<file path="config.mk">
export PLATFORM = sky130hd
export DESIGN_NAME = frog_lfsr_bank_flat
export DESIGN_NICKNAME = d
export VERILOG_FILES = /design/src/rtl/frog_lfsr_bank_if.sv /design/src/rtl/frog_lfsr_bank.sv /design/src/flat_wrapper.sv
export SDC_FILE = /design/constraint.sdc
export NUM_CORES = 1
export LEC_CHECK = 0
export BUFFER_PORTS_ARGS = -buffer_cell sky130_fd_sc_hd__buf_4
export CORE_MARGIN = 3
export CORE_UTILIZATION = 50
export CTS_BUF_LIST = sky130_fd_sc_hd__clkbuf_4 sky130_fd_sc_hd__clkbuf_8
export DETAILED_ROUTE_END_ITERATION = 16
export PLACE_DENSITY = 0.72
export SLEW_MARGIN = 40
export SYNTH_ARGS = -nofsm -noshare
export SYNTH_HDL_FRONTEND = slang
export SYNTH_SLANG_ARGS = --single-unit
export TNS_END_PERCENT = 20
</file>
<file path="constraint.sdc">
create_clock -name clk -period 4.7 [get_ports clk]
set_input_delay 0 -clock clk [delete_from_list [all_inputs] [get_ports clk]]
set_output_delay 0 -clock clk [all_outputs]
set_load 0.005 [all_outputs]
</file>
<file path="src/rtl/frog_lfsr_bank_if.sv">
// ---------------------------------------------------------------------------
// frog_lfsr_bank_if
// Bundles the load port, per-channel enables/outputs and the readback port of
// frog_lfsr_bank. clk and rst_n stay plain ports on the design.
//   load, load_ch, prog, seed, mode : program one channel (taps/seed/mode)
//   enable                          : per-channel step enable
//   out, lockup                     : per-channel output bit and sticky lockup
//   rd_sel                          : readback channel select
//   state_out, period_out, period_vld : readback of channel rd_sel
// The tap-mask input is called prog because "program" is an SV keyword.
// ---------------------------------------------------------------------------
interface frog_lfsr_bank_if #(
  parameter int N  = 8,
  parameter int CH = 4,
  parameter int CW = (CH > 1) ? $clog2(CH) : 1
);
  logic          load;
  logic [CW-1:0] load_ch;
  logic [N-1:0]  prog;
  logic [N-1:0]  seed;
  logic          mode;
  logic [CH-1:0] enable;
  logic [CH-1:0] out;
  logic [CH-1:0] lockup;
  logic [CW-1:0] rd_sel;
  logic [N-1:0]  state_out;
  logic [N-1:0]  period_out;
  logic          period_vld;

  modport master (
    output load, load_ch, prog, seed, mode, enable, rd_sel,
    input  out, lockup, state_out, period_out, period_vld
  );

  modport slave (
    input  load, load_ch, prog, seed, mode, enable, rd_sel,
    output out, lockup, state_out, period_out, period_vld
  );
endinterface

</file>
<file path="src/rtl/frog_lfsr_bank.sv">
// ---------------------------------------------------------------------------
// frog_lfsr_bank
// CH independent N-bit LFSRs (Fibonacci or Galois per channel) with per-channel
// enable, all-zero lockup recovery and period measurement against the seed.
//   clk    : rising-edge clock
//   rst_n  : asynchronous active-low reset
//   bus_if : frog_lfsr_bank_if.slave (load port, enables, outputs, readback)
// ---------------------------------------------------------------------------
module frog_lfsr_bank #(
  parameter int N  = 8,
  parameter int CH = 4,
  parameter int CW = (CH > 1) ? $clog2(CH) : 1
) (
  input  logic             clk,
  input  logic             rst_n,
  frog_lfsr_bank_if.slave  bus_if
);

  localparam logic [N-1:0] CNT_MAX = '1;
  localparam logic [N-1:0] ONE     = N'(1);

  typedef struct packed {
    logic [N-1:0] state;
    logic [N-1:0] seed;
    logic [N-1:0] taps;
    logic [N-1:0] cnt;
    logic [N-1:0] period;
    logic         mode;    // 0 = Fibonacci, 1 = Galois
    logic         vld;
    logic         lockup;
  } chan_t;

  // Per-channel views gathered for the output vectors and readback mux.
  logic [N-1:0] state_a  [CH];
  logic [N-1:0] period_a [CH];
  logic         vld_a    [CH];
  logic         lockup_a [CH];

  for (genvar c = 0; c < CH; c++) begin : g_ch
    chan_t        ch_q, ch_d;
    logic [N-1:0] nxt;
    logic         sel;

    // Out-of-range load_ch never matches, so such loads are ignored.
    assign sel = bus_if.load && (int'(bus_if.load_ch) == c);

    always_comb begin
      // NOTE: every combinational output gets a default first, so no path
      // through the branches below can leave a latch behind.
      ch_d = ch_q;
      if (ch_q.mode) begin
        nxt = {ch_q.state[N-2:0], 1'b0} ^ ({N{ch_q.state[N-1]}} & ch_q.taps);
      end else begin
        nxt = {ch_q.state[N-2:0], ^(ch_q.state & ch_q.taps)};
      end

      if (sel) begin
        ch_d.taps = bus_if.prog;
        ch_d.mode = bus_if.mode;
        ch_d.cnt  = '0;
        ch_d.vld  = 1'b0;
        if (bus_if.seed != '0) begin
          ch_d.seed   = bus_if.seed;
          ch_d.state  = bus_if.seed;
          ch_d.lockup = 1'b0;
        end else begin
          // A zero seed would lock the register; substitute 1 and flag it.
          ch_d.seed   = ONE;
          ch_d.state  = ONE;
          ch_d.lockup = 1'b1;
        end
      end else if (bus_if.enable[c]) begin
        if (nxt == '0) begin
          // Lockup recovery: restart from the seed, no period for this lap.
          ch_d.state  = ch_q.seed;
          ch_d.lockup = 1'b1;
          ch_d.cnt    = '0;
        end else begin
          ch_d.state = nxt;
          if (nxt == ch_q.seed) begin
            ch_d.cnt = '0;
            // A saturated count means the true period is unknown.
            if (ch_q.cnt != CNT_MAX) begin
              ch_d.period = ch_q.cnt + ONE;
              ch_d.vld    = 1'b1;
            end
          end else if (ch_q.cnt != CNT_MAX) begin
            ch_d.cnt = ch_q.cnt + ONE;
          end
        end
      end
    end

    // NOTE: sequential state uses non-blocking assignment only, so every
    // register samples the pre-edge values regardless of process order.
    always_ff @(posedge clk or negedge rst_n) begin
      if (!rst_n) begin
        // NOTE: the whole per-channel register set is reset because every
        // field has an externally visible reset value (state/seed = 1).
        ch_q <= '{state: ONE, seed: ONE, taps: '0, cnt: '0, period: '0,
                  mode: 1'b0, vld: 1'b0, lockup: 1'b0};
      end else begin
        ch_q <= ch_d;
      end
    end

    assign state_a[c]  = ch_q.state;
    assign period_a[c] = ch_q.period;
    assign vld_a[c]    = ch_q.vld;
    assign lockup_a[c] = ch_q.lockup;
  end

  always_comb begin
    bus_if.out        = '0;
    bus_if.lockup     = '0;
    bus_if.state_out  = '0;
    bus_if.period_out = '0;
    bus_if.period_vld = 1'b0;
    for (int c = 0; c < CH; c++) begin
      bus_if.out[c]    = state_a[c][N-1];
      bus_if.lockup[c] = lockup_a[c];
      // rd_sel beyond the last channel matches nothing and reads zero.
      if (int'(bus_if.rd_sel) == c) begin
        bus_if.state_out  = state_a[c];
        bus_if.period_out = period_a[c];
        bus_if.period_vld = vld_a[c];
      end
    end
  end

endmodule

</file>
<file path="src/flat_wrapper.sv">
// flat-port wrapper written by rule: the top's interface ports become plain ports
module frog_lfsr_bank_flat 
#(
  parameter int N  = 8,
  parameter int CH = 4,
  parameter int CW = (CH > 1) ? $clog2(CH) : 1
)
  (clk, rst_n, bus_if_load, bus_if_load_ch, bus_if_prog, bus_if_seed, bus_if_mode, bus_if_enable, bus_if_rd_sel, bus_if_out, bus_if_lockup, bus_if_state_out, bus_if_period_out, bus_if_period_vld);
  frog_lfsr_bank_if #(.N(N), .CH(CH), .CW(CW)) bus_if_i ();
  input  logic clk;
  input  logic rst_n;
  input wire logic [$bits(bus_if_i.load)-1:0] bus_if_load;
  input wire logic [$bits(bus_if_i.load_ch)-1:0] bus_if_load_ch;
  input wire logic [$bits(bus_if_i.prog)-1:0] bus_if_prog;
  input wire logic [$bits(bus_if_i.seed)-1:0] bus_if_seed;
  input wire logic [$bits(bus_if_i.mode)-1:0] bus_if_mode;
  input wire logic [$bits(bus_if_i.enable)-1:0] bus_if_enable;
  input wire logic [$bits(bus_if_i.rd_sel)-1:0] bus_if_rd_sel;
  output wire logic [$bits(bus_if_i.out)-1:0] bus_if_out;
  output wire logic [$bits(bus_if_i.lockup)-1:0] bus_if_lockup;
  output wire logic [$bits(bus_if_i.state_out)-1:0] bus_if_state_out;
  output wire logic [$bits(bus_if_i.period_out)-1:0] bus_if_period_out;
  output wire logic [$bits(bus_if_i.period_vld)-1:0] bus_if_period_vld;
  assign bus_if_i.load = bus_if_load;
  assign bus_if_i.load_ch = bus_if_load_ch;
  assign bus_if_i.prog = bus_if_prog;
  assign bus_if_i.seed = bus_if_seed;
  assign bus_if_i.mode = bus_if_mode;
  assign bus_if_i.enable = bus_if_enable;
  assign bus_if_i.rd_sel = bus_if_rd_sel;
  assign bus_if_out = bus_if_i.out;
  assign bus_if_lockup = bus_if_i.lockup;
  assign bus_if_state_out = bus_if_i.state_out;
  assign bus_if_period_out = bus_if_i.period_out;
  assign bus_if_period_vld = bus_if_i.period_vld;
  frog_lfsr_bank #(.N(N), .CH(CH), .CW(CW)) u_core (.clk(clk), .rst_n(rst_n), .bus_if(bus_if_i));
endmodule
</file>
# Yosys cells after proc, flatten, opt, wreduce, memory -nomap -nowiden
# Cells that the tools add are included.
# word_totals
output_inout_bits	25
register_bits	172
elab_cells	211
inputBits	28
# classes
muxes	86
addsub	4
eq_ne	18
bitwise_logic	20
n_reduce_logical	51
# ops
operator	n
8-bit two-way mux	52
16-bit two-way mux	5
8-bit bitwise AND	8
8-bit by 1-bit adder with 8-bit output (second input constant)	4
8-bit equality test	4
8-bit zero test	4
8-bit inequality test (second input constant)	4
2-bit nonzero test	16
8-bit XOR reduction	4
8-bit XOR	4
1-bit two-way mux	21
5-bit AND reduction	4
2-bit two-way mux	8
2-bit AND reduction	8
4-bit AND reduction	4
4-bit nonzero test	4
2-bit equality test (second input constant)	4
2-bit by 1-bit inequality test with 1-bit output (second input constant)	4
1-bit inverter	8
8-bit nonzero test	1
2-bit by 1-bit equality test with 1-bit output (second input constant)	2
1-bit logical AND	4
2-bit zero test	2

# Logic depth before layout (Yosys ltp)
# Gate-level depths: netlist (run 1).
# depth
depth_word	8
mapped_depth	11
depth_no_buf	8

# Least setup slack after synthesis (run 1)
# No wires, ideal clock.
# synth_path
path_kind	reg-to-reg
start	reg u_core.g_ch[1].ch_q[35] (netlist name)
end	reg u_core.g_ch[1].ch_q[10] (netlist name)
setup_ns	0.125
period_less_slack_ns	2.821
stages_incl_launch_ff	11
setup_slack_ns	1.879
path_buffers	2
arrival_time_ns	2.695
t_required_ns	4.575
path_cell_list	dfstp_2 > buf_2 > nand2_1 > xnor2_1 > xnor2_1 > xnor2_1 > or3b_2 > a31oi_4 > or3b_1 > buf_6 > mux2_4
# synth_between
elab_chain_cells	6
word_cells_on_any_way	8
classes_between	eq/ne (1); mux (1); bitwise (3); reduce/logical (3)
# synth_rtl
item	line_no	source
start, declared	frog_lfsr_bank.sv:40	chan_t ch_q, ch_d;
start signal, assigned	frog_lfsr_bank.sv:100	ch_q <= '{state: ONE, seed: ONE, taps: '0, cnt: '0, period: '0,
start signal, assigned	frog_lfsr_bank.sv:103	ch_q <= ch_d;
8-bit bitwise AND	frog_lfsr_bank.sv:54	nxt = {ch_q.state[N-2:0], ^(ch_q.state & ch_q.taps)};
8-bit XOR reduction	frog_lfsr_bank.sv:54	
8-bit two-way mux *	frog_lfsr_bank.sv:51	if (ch_q.mode) begin
8-bit zero test	frog_lfsr_bank.sv:73	if (nxt == '0) begin
1-bit inverter (no line)	n/a	
5-bit AND reduction (no line) *	n/a	
# Mark *: on every way between the ends. The rest lies on a longest branch, timed or not.
# A chain may end at the register's enable or synchronous reset.

# Final worst setup path (run 1)
# layout_path
start	reg u_core.g_ch[0].ch_q, in the netlist u_core.bus_if.out[0]
end	reg u_core.g_ch[0].ch_q[5] (netlist name)
# layout_between
elab_chain_cells	6
word_cells_on_any_way	9
classes_between	eq/ne (1); mux (1); bitwise (4); reduce/logical (3)
# layout_rtl
item	line_no
start, declared	frog_lfsr_bank.sv:40
start signal, assigned	frog_lfsr_bank.sv:100
start signal, assigned	frog_lfsr_bank.sv:103
8-bit bitwise AND, on equally long branches	frog_lfsr_bank.sv:54, frog_lfsr_bank.sv:52
8-bit XOR reduction or 8-bit XOR (tied branches)	frog_lfsr_bank.sv:54, frog_lfsr_bank.sv:52
8-bit two-way mux *	frog_lfsr_bank.sv:51
8-bit zero test	frog_lfsr_bank.sv:73
1-bit inverter (no line)	n/a
5-bit AND reduction (no line) *	n/a
# Marked as above.

==> metrics, run 1 <==
die area=22500 µm²; minimum clock period=3.34 ns; worst r2r src=u_core.bus_if.out[0]$_DFFE_PN0P_; Clk pwr share=0.199; Netlist cell types=70; number of post-CTS setup repair buffers=0; Starting Density=0.512; #FFs+latches synth=172; vias per cell=5.86; CP required=5.07 ns; CP top delay family=simple AND/OR/NAND/NOR gates; initial antenna violation count=0; area grow syn2layout=10.1%; CP Launch Type=flop; part of the power in registers=0.462; Synth Flop Type=dfrtp_1; clock latency on the worst-skew pair=0.48 ns; Reg clk slew, reported paths=0.10 ns; VDD IR max=257 µV; Synth area leaders=dfrtp_1 39%, nand2_1 11%, xnor2_1 6.2%, o21ai_0 3.6%, xor2_1 3.5%; CTS tree=done; Reg area=4310 µm²; max incr delay on CP=0.69 ns; Post-Syn Nets=1191; final worst-path cycle share=0.711; Via Count=8600; Final Non-Filler Cells=1467; crit path DAT=3.71 ns; Worst Hold Class=in2async; first-pass GRT wire length=44.3 mm; setup TNS=0 ns; Setup Skew=0.0138 ns; DR WL/cell=18.8 µm; Final nets=1216; Num Clock Sinks=172; die extent in x=150 µm; placed cells=1413; Port Buffer Count=52; Sw Ratio=0.397; TritonRoute pass-1 iters=5; Congestion Overflow GR=0; slowest cell on the critical path=dfrtp_1; Worst setup EP type=flop; # rows=52; initial DRC count=742; leading cell type in the layout, fill and taps excluded=nand2_1; final hold violation count=0; Logic pwr share=0.339; Total Routing Usage GR=0.253; fillers=1838; Post-Synth Adder-Cell Area=0.00482; clk buf depth=2; largest family of logic cells by synthesized area=simple AND/OR/NAND/NOR gates; Pint=3180 µW; CP Depth=8; ys async rst share=1.00; cell leakage power=0.00520 µW; Max Freq=0.299 GHz; layout cell share with drive strength beyond 1=0.139; Resized Gates After CTS=0; GPL Wtd Cong=0.896; Detail Route Antenna Nets=0; final WL=27.6 mm; chip height=150 µm; share of the synthesized area in the top cell type=0.395; DRC violations left=0; critical path class=reg2reg; cell taking the most area after synthesis=dfrtp_1; xor/xnor cell area share of the yosys netlist=0.0969; Synth Warn #=0; Syn Area/Cell=8.96 µm²; status=completed; crit-path max FO=14; total inserted antenna cells=0; EDFF count, synth=0; Max Cap Viol=0; post-route worst setup slack=1.36 ns; PD cells=460 nW/µm²; post-synth design cell area=10400 µm²; relative slew slack=0.421; vias in the first global route=7937; Syn Inst Count=1159; Max Slew Vio Count=0; leading cell types in the layout, fill and taps excluded=310 x nand2_1, 164 x dfrtp_1, 75 x o21ai_0; crit-path most repeated cell=and3b_1; crit path capture=u_core.g_ch[0].ch_q[5]$_DFFE_PN0P_; sequential-to-total area share from yosys stat=0.415; core area=20300 µm²; RR Endpoint=u_core.g_ch[0].ch_q[5]$_DFFE_PN0P_; mux share of post-synthesis cell area=0.0884; Tightest Pin Transition=0.865 ns; worst r2r path cells=8; htree depth=4; largest net degree at the start of global routing=70; r2r setup slk=1.36 ns; hpwl dp=19.6 mm; RSZ-0062 raised after global routing=no; Sw Pwr=2090 µW; Final Setup Violations=0; CP Cell Sequence=nand3_2, and3b_1, a311o_1, nor3_1, o2111a_1, and3b_1, or4b_1, mux2_1; complex-gate fraction of the synthesized area=0.133; dpl ws=1.41 ns; CP startpoint=u_core.bus_if.out[0]$_DFFE_PN0P_; multi-input logic area=5640 µm²; total CTS buffers=17; Boundary Pins=53; Root Buffer=clkbuf_8; Simple-Gate Fraction of Synth Area=0.218; WP buf/inv=0
[through the flow]
stage / util / cell area [µm²] / power (µW) / hold slack [ns]
after floorplan: - / 10400 / 3670 / -0.296
after global placement: 0.532 / 10800 / 4160 / 0.0556
after global routing: 0.564 / 11400 / 5610 / 0.0882
after CTS: 0.562 / 11400 / 5260 / 0.0123
after detailed placement: 0.533 / 10800 / 4200 / 0.0527
final: 0.564 / 11400 / 5270 / 0.0842
[state kept, by name, indices dropped and copies added (netlist names)]
signal                count
u_core.bus_if.lockup      4
u_core.bus_if.out         4
u_core.g_ch.ch_q        164
[what timing repair did]
action / CTS / global route
setup endpoints to repair: 0 / 0
endpoints found under the hold margin: 150 / 8
hold buffers: 21 / 1
[power by group through the flow]
stage	Clock [µW]	Sequential, µW	Combinational, µW
final	1050	2440	1780
after global routing	1130	2480	2000
after CTS	1060	2410	1790
after detailed placement	0	2440	1770
after global placement	0	2430	1730
after floorplan	0	2040	1630
[logic make-up (layout without fill, tap and decap cells)]
kind of cell,Yosys count,in the layout
XOR/XNOR,115,115
multiplexers,64,64
AO/OA/AOI/OAI,207,207
adder cells (fa/ha/maj),4,4
buffers and inverters,97,135
AND/OR/NAND/NOR,500,500
flip-flops,172,172
[final cells by class]
type	instances	area share
Multi-Input combinational cell	890	0.493
Sequential cell	172	0.377
Timing Repair Buffer	83	0.0599
Tap cell	270	0.0295
Clock buffer	19	0.0229
Clock inverter	13	0.0113
Inverter	20	0.00656
[worst min path at each step]
stage	endpoint	slack (ns)	from
4_1_cts	u_core.bus_if.lockup[0]$_DFFE_PN0P_	0.01	bus_if_seed[0]
3_3_place_gp	u_core.g_ch[0].ch_q[5]$_DFFE_PN0P_	0.06	rst_n
5_1_grt	u_core.g_ch[0].ch_q[22]$_DFFE_PN0P_	0.09	bus_if_load_ch[1]
6_report	u_core.g_ch[0].ch_q[5]$_DFFE_PN0P_	0.08	rst_n
3_5_place_dp	u_core.g_ch[0].ch_q[5]$_DFFE_PN0P_	0.05	rst_n
2_1_floorplan	u_core.bus_if.lockup[0]$_DFFE_PN0P_	-0.30	rst_n
[routing by layer]
| metal | GRT usage | up-vias | wire length (µm) |
|---|---|---|---|
| met1 | 0.356 | 4218 | 12400 |
| met4 | 0.0805 | 0 | 639 |
| met3 | 0.0482 | 41 | 1540 |
| li1 | - | 4085 | - |
| met5 | 0 | - | 0 |
| met2 | 0.399 | 256 | 13000 |
[cells in the mapped netlist, types with 10 or more instances]
cell type / instances
buf_2: 24
a211oi_1: 10
nand2_1: 310
o21ai_0: 75
a31oi_1: 12
dfrtp_1: 164
o211ai_1: 11
inv_1: 20
a22o_1: 10
mux4_2: 16
nor2_1: 49
xnor2_1: 73
clkbuf_1: 36
mux2_2: 18
xor2_1: 42
a21oi_1: 31
mux2i_1: 16
nand3_1: 47
and3_1: 10
o32ai_1: 14
Note: power is estimated with default switching activity, not from simulation.
==> run 2: changes to the inputs <==
- PLACE_DENSITY: 0.72 -> 0.75
- clock period: 4.7 -> 2.9 ns (I/O delays scaled with it)
==> run 2 against run 1 <==
  * Maximum frequency increased by 21%
  * Clock power increased by 56%
  * Total power increased by 67%
  * Worst hold slack got worse by 0.047 ns
  * Register-to-register slack got worse by 1.2 ns
  * Largest cell class unchanged
==> metrics, run 2 (synthesized netlist as in run 1, its figures left out) <==
DRC violations left=0; Boundary Pins=53; vias in the first global route=8397; CP startpoint=u_core.g_ch[0].ch_q[2]$_DFFE_PN0P_; PD cells=745 nW/µm²; max incr delay on CP=0.56 ns; Root Buffer=clkbuf_8; clock latency on the worst-skew pair=0.48 ns; minimum clock period=2.77 ns; Port Buffer Count=52; die area=22500 µm²; Hold WS=0.0367 ns; initial antenna violation count=1; CP Launch Type=flop; relative slew slack=0.417; status=completed; CTS tree=done; htree depth=4; Tightest Pin Transition=0.874 ns; Max Cap Viol=0; CP top delay family=simple AND/OR/NAND/NOR gates; Max Slew Vio Count=0; leading cell type in the layout, fill and taps excluded=nand2_1; layout cell share with drive strength beyond 1=0.177; Congestion Overflow GR=0; Starting Density=0.512; die extent in x=150 µm; area grow syn2layout=13.7%; clk buf depth=2; worst r2r src=u_core.g_ch[0].ch_q[2]$_DFFE_PN0P_; # rows=52; crit-path most repeated cell=and3b_1; crit-path max FO=9; DR WL/cell=18.8 µm; WP buf/inv=0; RSZ-0062 raised after global routing=no; Detail Route Antenna Nets=0; final WL=28.6 mm; fin util=0.582; post-route worst setup slack=0.131 ns; Num Clock Sinks=172; hpwl dp=20.7 mm; max reg flops=164; critical path class=reg2reg; dpl ws=-0.0265 ns; cell leakage power=0.00545 µW; Biggest register=u_core.g_ch.ch_q; Reg clk slew, reported paths=0.11 ns; total CTS buffers=17; Total Routing Usage GR=0.261; CP required=3.26 ns; core area=20300 µm²; Final nets=1268; CP Cell Sequence=nand3_2, and3b_1, a311o_1, nor3_1, o2111a_1, and3b_1, or4b_4, mux2_1; chip height=150 µm; Final Setup Violations=0; slowest cell on the critical path=or4b_4; Via Count=8878; first-pass GRT wire length=45.9 mm; total inserted antenna cells=0; TritonRoute pass-1 iters=5; Worst setup EP type=flop; final hold violation count=0; VDD IR max=362 µV; leading cell types in the layout, fill and taps excluded=310 x nand2_1, 162 x dfrtp_1, 112 x buf_4; largest net degree at the start of global routing=71; vias per cell=5.84; Worst Hold Class=in2reg; initial DRC count=820; crit path DAT=3.13 ns; Hold Crit Start=bus_if_seed[0]; Setup Skew=0.0164 ns; Max Freq=0.361 GHz; final worst-path cycle share=0.955; GPL Wtd Cong=0.943
==> run 2: metal layers <==
metal | wire length (µm) | vias up | part of all wire | GRT usage
li1 | - | 4193 | - | -
met5 | 10 | - | 0.00035 | 0
met4 | 893 | 2 | 0.031 | 0.0988
met1 | 12500 | 4357 | 0.44 | 0.357
met2 | 13700 | 266 | 0.48 | 0.417
met3 | 1530 | 60 | 0.053 | 0.0458
==> run 2: worst paths after layout <==
kind / endpoint / slack (ns) / cells past startpoint
max in group asynchronous: u_core.g_ch[2].ch_q[12]$_DFFE_PN0P_ / 1.79 / 3
min in group asynchronous: u_core.g_ch[1].ch_q[12]$_DFFE_PN0P_ / 0.10 / 2
max reg2reg: u_core.g_ch[0].ch_q[5]$_DFFE_PN0P_ / 0.13 / 8
min reg2reg: u_core.g_ch[2].ch_q[1]$_DFFE_PN0P_ / 0.49 / 2
min: u_core.g_ch[1].ch_q[27]$_DFFE_PN1P_ / 0.04 / 3
max: u_core.g_ch[0].ch_q[5]$_DFFE_PN0P_ / 0.13 / 8
==> run 2: where the power goes <==
part | total (µW) | internal (µW) | switching, µW
Clock | 1640 | 637 | 1000
Combinational | 3510 | 1710 | 1800
Sequential | 3660 | 2930 | 730
Total | 8810 | 5280 | 3530
==> run 2: cell type report <==
type,count,area [µm²]
repair buffers,135,1080
inverters,20,75.1
flip-flops and latches,172,4320
multi-input cells,890,5640
clock inverters,14,125
clock buffers,18,241
fillers,1822,8480
well taps,270,338
==> run 2: worst register-to-register path, stage by stage (launching register included) <==
cell and delay (ns):
dfrtp_1 0.48, nand3_2 0.16, and3b_1 0.21, a311o_1 0.31, nor3_1 0.19, o2111a_1 0.20
and3b_1 0.18, or4b_4 0.56, mux2_1 0.36
==> run 2: through the flow <==
stage                     instances  instance area (µm²)  setup TNS, ns  total power [µW]
after floorplan                1159                10400              0              5950
after detailed placement       1464                11200         -0.122              7110
after global routing           1519                11800              0              9350
after global placement         1464                11200              0              7010
after CTS                      1517                11800              0              8760
final                          1519                11800              0              8810
==> run 2: what timing repair did <==
action	in CTS	in global routing
pin swaps	0	1
gates resized for setup	2	4
endpoints found under the hold margin	150	0
setup endpoints to repair	13	15
hold buffers	21	0
setup buffers	0	2
==> run 3: changes to the inputs <==
- CELL_PAD_IN_SITES_DETAIL_PLACEMENT: unset -> 0
- CELL_PAD_IN_SITES_GLOBAL_PLACEMENT: unset -> 2
- CORE_UTILIZATION: 50 -> 36
- PLACE_DENSITY: 0.75 -> 0.83
==> run 3 against run 2 <==
  * Sequential power is 2% lower
  * Non-clock buffer count is 21 higher
  * Critical path depth is 1 lower
  * Sequential share of layout area is 1.1 points lower
  * First-iteration DRC count is 11% lower
  * Register-to-register slack better by 0.02 ns
  * Highest routed layer is now met4
==> metrics, run 3 (synthesized netlist as in run 1, its figures left out) <==
placed cells=1593; CTS tree=done; final hold violation count=0; Boundary Pins=53; Via Count=8807; Post-Layout Inst Area=12200 µm²; crit path DAT=3.10 ns; status=completed; r2r setup slk=0.15 ns; die extent in x=176 µm; DR WL/cell=20.0 µm; Hold Crit Start=bus_if_load_ch[1]; Max Cap Viol=0; CP required=3.26 ns; Max Slew Vio Count=0; vias in the first global route=8513; total CTS buffers=17; Biggest register=u_core.g_ch.ch_q; critical path class=reg2reg; Tightest Pin Transition=0.729 ns; layout cell share with drive strength beyond 1=0.193; Port Buffer Count=52; RR Endpoint=u_core.g_ch[1].ch_q[10]$_DFFE_PN0P_; Worst Hold Path EP=u_core.g_ch[0].ch_q[24]$_DFFE_PN0P_; RSZ-0062 raised after global routing=no; clock latency on the worst-skew pair=0.47 ns; Final Setup Violations=0; Congestion Overflow GR=0; worst r2r path cells=7; Worst setup EP type=flop; final worst-path cycle share=0.947; Worst Hold Class=in2reg; DRC violations left=0; leading cell types in the layout, fill and taps excluded=310 x nand2_1, 159 x dfrtp_1, 132 x buf_4; Placed Area=11500 µm²; TritonRoute pass-1 iters=5; worst r2r src=u_core.g_ch[1].ch_q[2]$_DFFE_PN0P_; relative slew slack=0.514; Total Routing Usage GR=0.216; CP Launch Type=flop; first-pass GRT wire length=51.0 mm; max incr delay on CP=0.54 ns; area grow syn2layout=17.3%; initial DRC count=728; htree depth=4; final WL=32.9 mm; # rows=61; Reg clk slew, reported paths=0.11 ns; vias per cell=5.34; Detail Route Antenna Nets=0; die area=30900 µm²; Final Non-Filler Cells=1649; max reg flops=164; leading cell type in the layout, fill and taps excluded=nand2_1; CP Cell Sequence=and2_4, nand2_4, a311o_1, or4_4, a31oi_4, or3b_4, mux2_4; GPL Wtd Cong=0.906; core area=28100 µm²; crit-path max FO=9; VDD IR max=323 µV; cell leakage power=0.00559 µW; hpwl dp=24.1 mm; setup TNS=0 ns; Setup Skew=0.0143 ns; Num Clock Sinks=172; chip height=176 µm; minimum clock period=2.75 ns; Root Buffer=clkbuf_8; initial antenna violation count=0; worst hold stages=5; Max Freq=0.364 GHz; Final nets=1289; PD cells=757 nW/µm²; Starting Density=0.370; clk buf depth=2; largest net degree at the start of global routing=77; power consumption=9230 µW; slowest cell on the critical path=or4_4
## run 3: cell types whose count changed in the layout (fill, tap and decap cells not counted), moves of 2 or more
cell	previous run	this run
buf_4	112	132
clkinvlp_4	4	1
dfrtp_1	162	159
dfrtp_2	2	5
inv_6	7	4
bufinv_16	0	2
clkinv_4	0	2
clkinv_8	0	2
## run 3: layout make-up
type | count | area, µm²
fillers | 2832 | 15900
flip-flops and latches | 172 | 4320
diodes | 1 | 2.50
clock buffers | 17 | 234
clock inverters | 15 | 198
multi-input cells | 890 | 5640
inverters | 20 | 75.1
well taps | 378 | 473
repair buffers | 156 | 1240
## run 3: power by group
group          switching [µW]  internal (µW)
sequential                668           2940
combinational            1930           1810
clock                    1070            817
## run 3: per-layer routing
| metal | up-vias | global-route usage | wire, µm |
|---|---|---|---|
| li1 | 4234 | - | - |
| met1 | 4345 | 0.298 | 15200 |
| met2 | 188 | 0.353 | 15800 |
| met3 | 40 | 0.0307 | 1090 |
| met4 | 0 | 0.0660 | 797 |
| met5 | - | 0 | 0 |
## run 3: stage by stage
stage               hold WS [ns]  setup WS [ns]  utilization
global route              0.0823        0.00884        0.434
finish                    0.0885          0.154        0.434
detailed placement         0.122         0.0161        0.410
CTS                       0.0572        0.00609        0.433
floorplan                 -0.296         0.0794            -
global placement           0.117         0.0250        0.409
## run 3: worst max-delay path by stage
stage	from	to	slack [ns]	cells past startpoint
6_report	u_core.g_ch[1].ch_q[2]$_DFFE_PN0P_	u_core.g_ch[1].ch_q[10]$_DFFE_PN0P_	0.15	7
5_1_grt	u_core.g_ch[0].ch_q[2]$_DFFE_PN0P_	u_core.g_ch[0].ch_q[5]$_DFFE_PN0P_	0.009	8
4_1_cts	u_core.bus_if.out[0]$_DFFE_PN0P_	u_core.g_ch[0].ch_q[7]$_DFFE_PN0P_	0.006	8
3_5_place_dp	u_core.bus_if.out[1]$_DFFE_PN0P_	u_core.g_ch[1].ch_q[7]$_DFFE_PN0P_	0.02	7
3_3_place_gp	u_core.bus_if.out[1]$_DFFE_PN0P_	u_core.g_ch[1].ch_q[17]$_DFFE_PN0P_	0.03	11
2_1_floorplan	u_core.g_ch[1].ch_q[35]$_DFFE_PN1P_	u_core.g_ch[1].ch_q[10]$_DFFE_PN0P_	0.08	10
## run 3: critical path, delay by kind of cell (launching register included)
family,cells,cell delay [ns]
AO/OA/AOI/OAI,2,0.53
multiplexers,1,0.32
flip-flops,1,0.44
AND/OR/NAND/NOR,4,1.34
## run 3: what timing repair did
item | CTS | global route
setup buffers | 0 | 1
hold buffers | 22 | 0
endpoints found under the setup margin | 6 | 23
resized for setup | 1 | 7
pin swaps | 0 | 0
endpoints found under the hold margin | 157 | 0
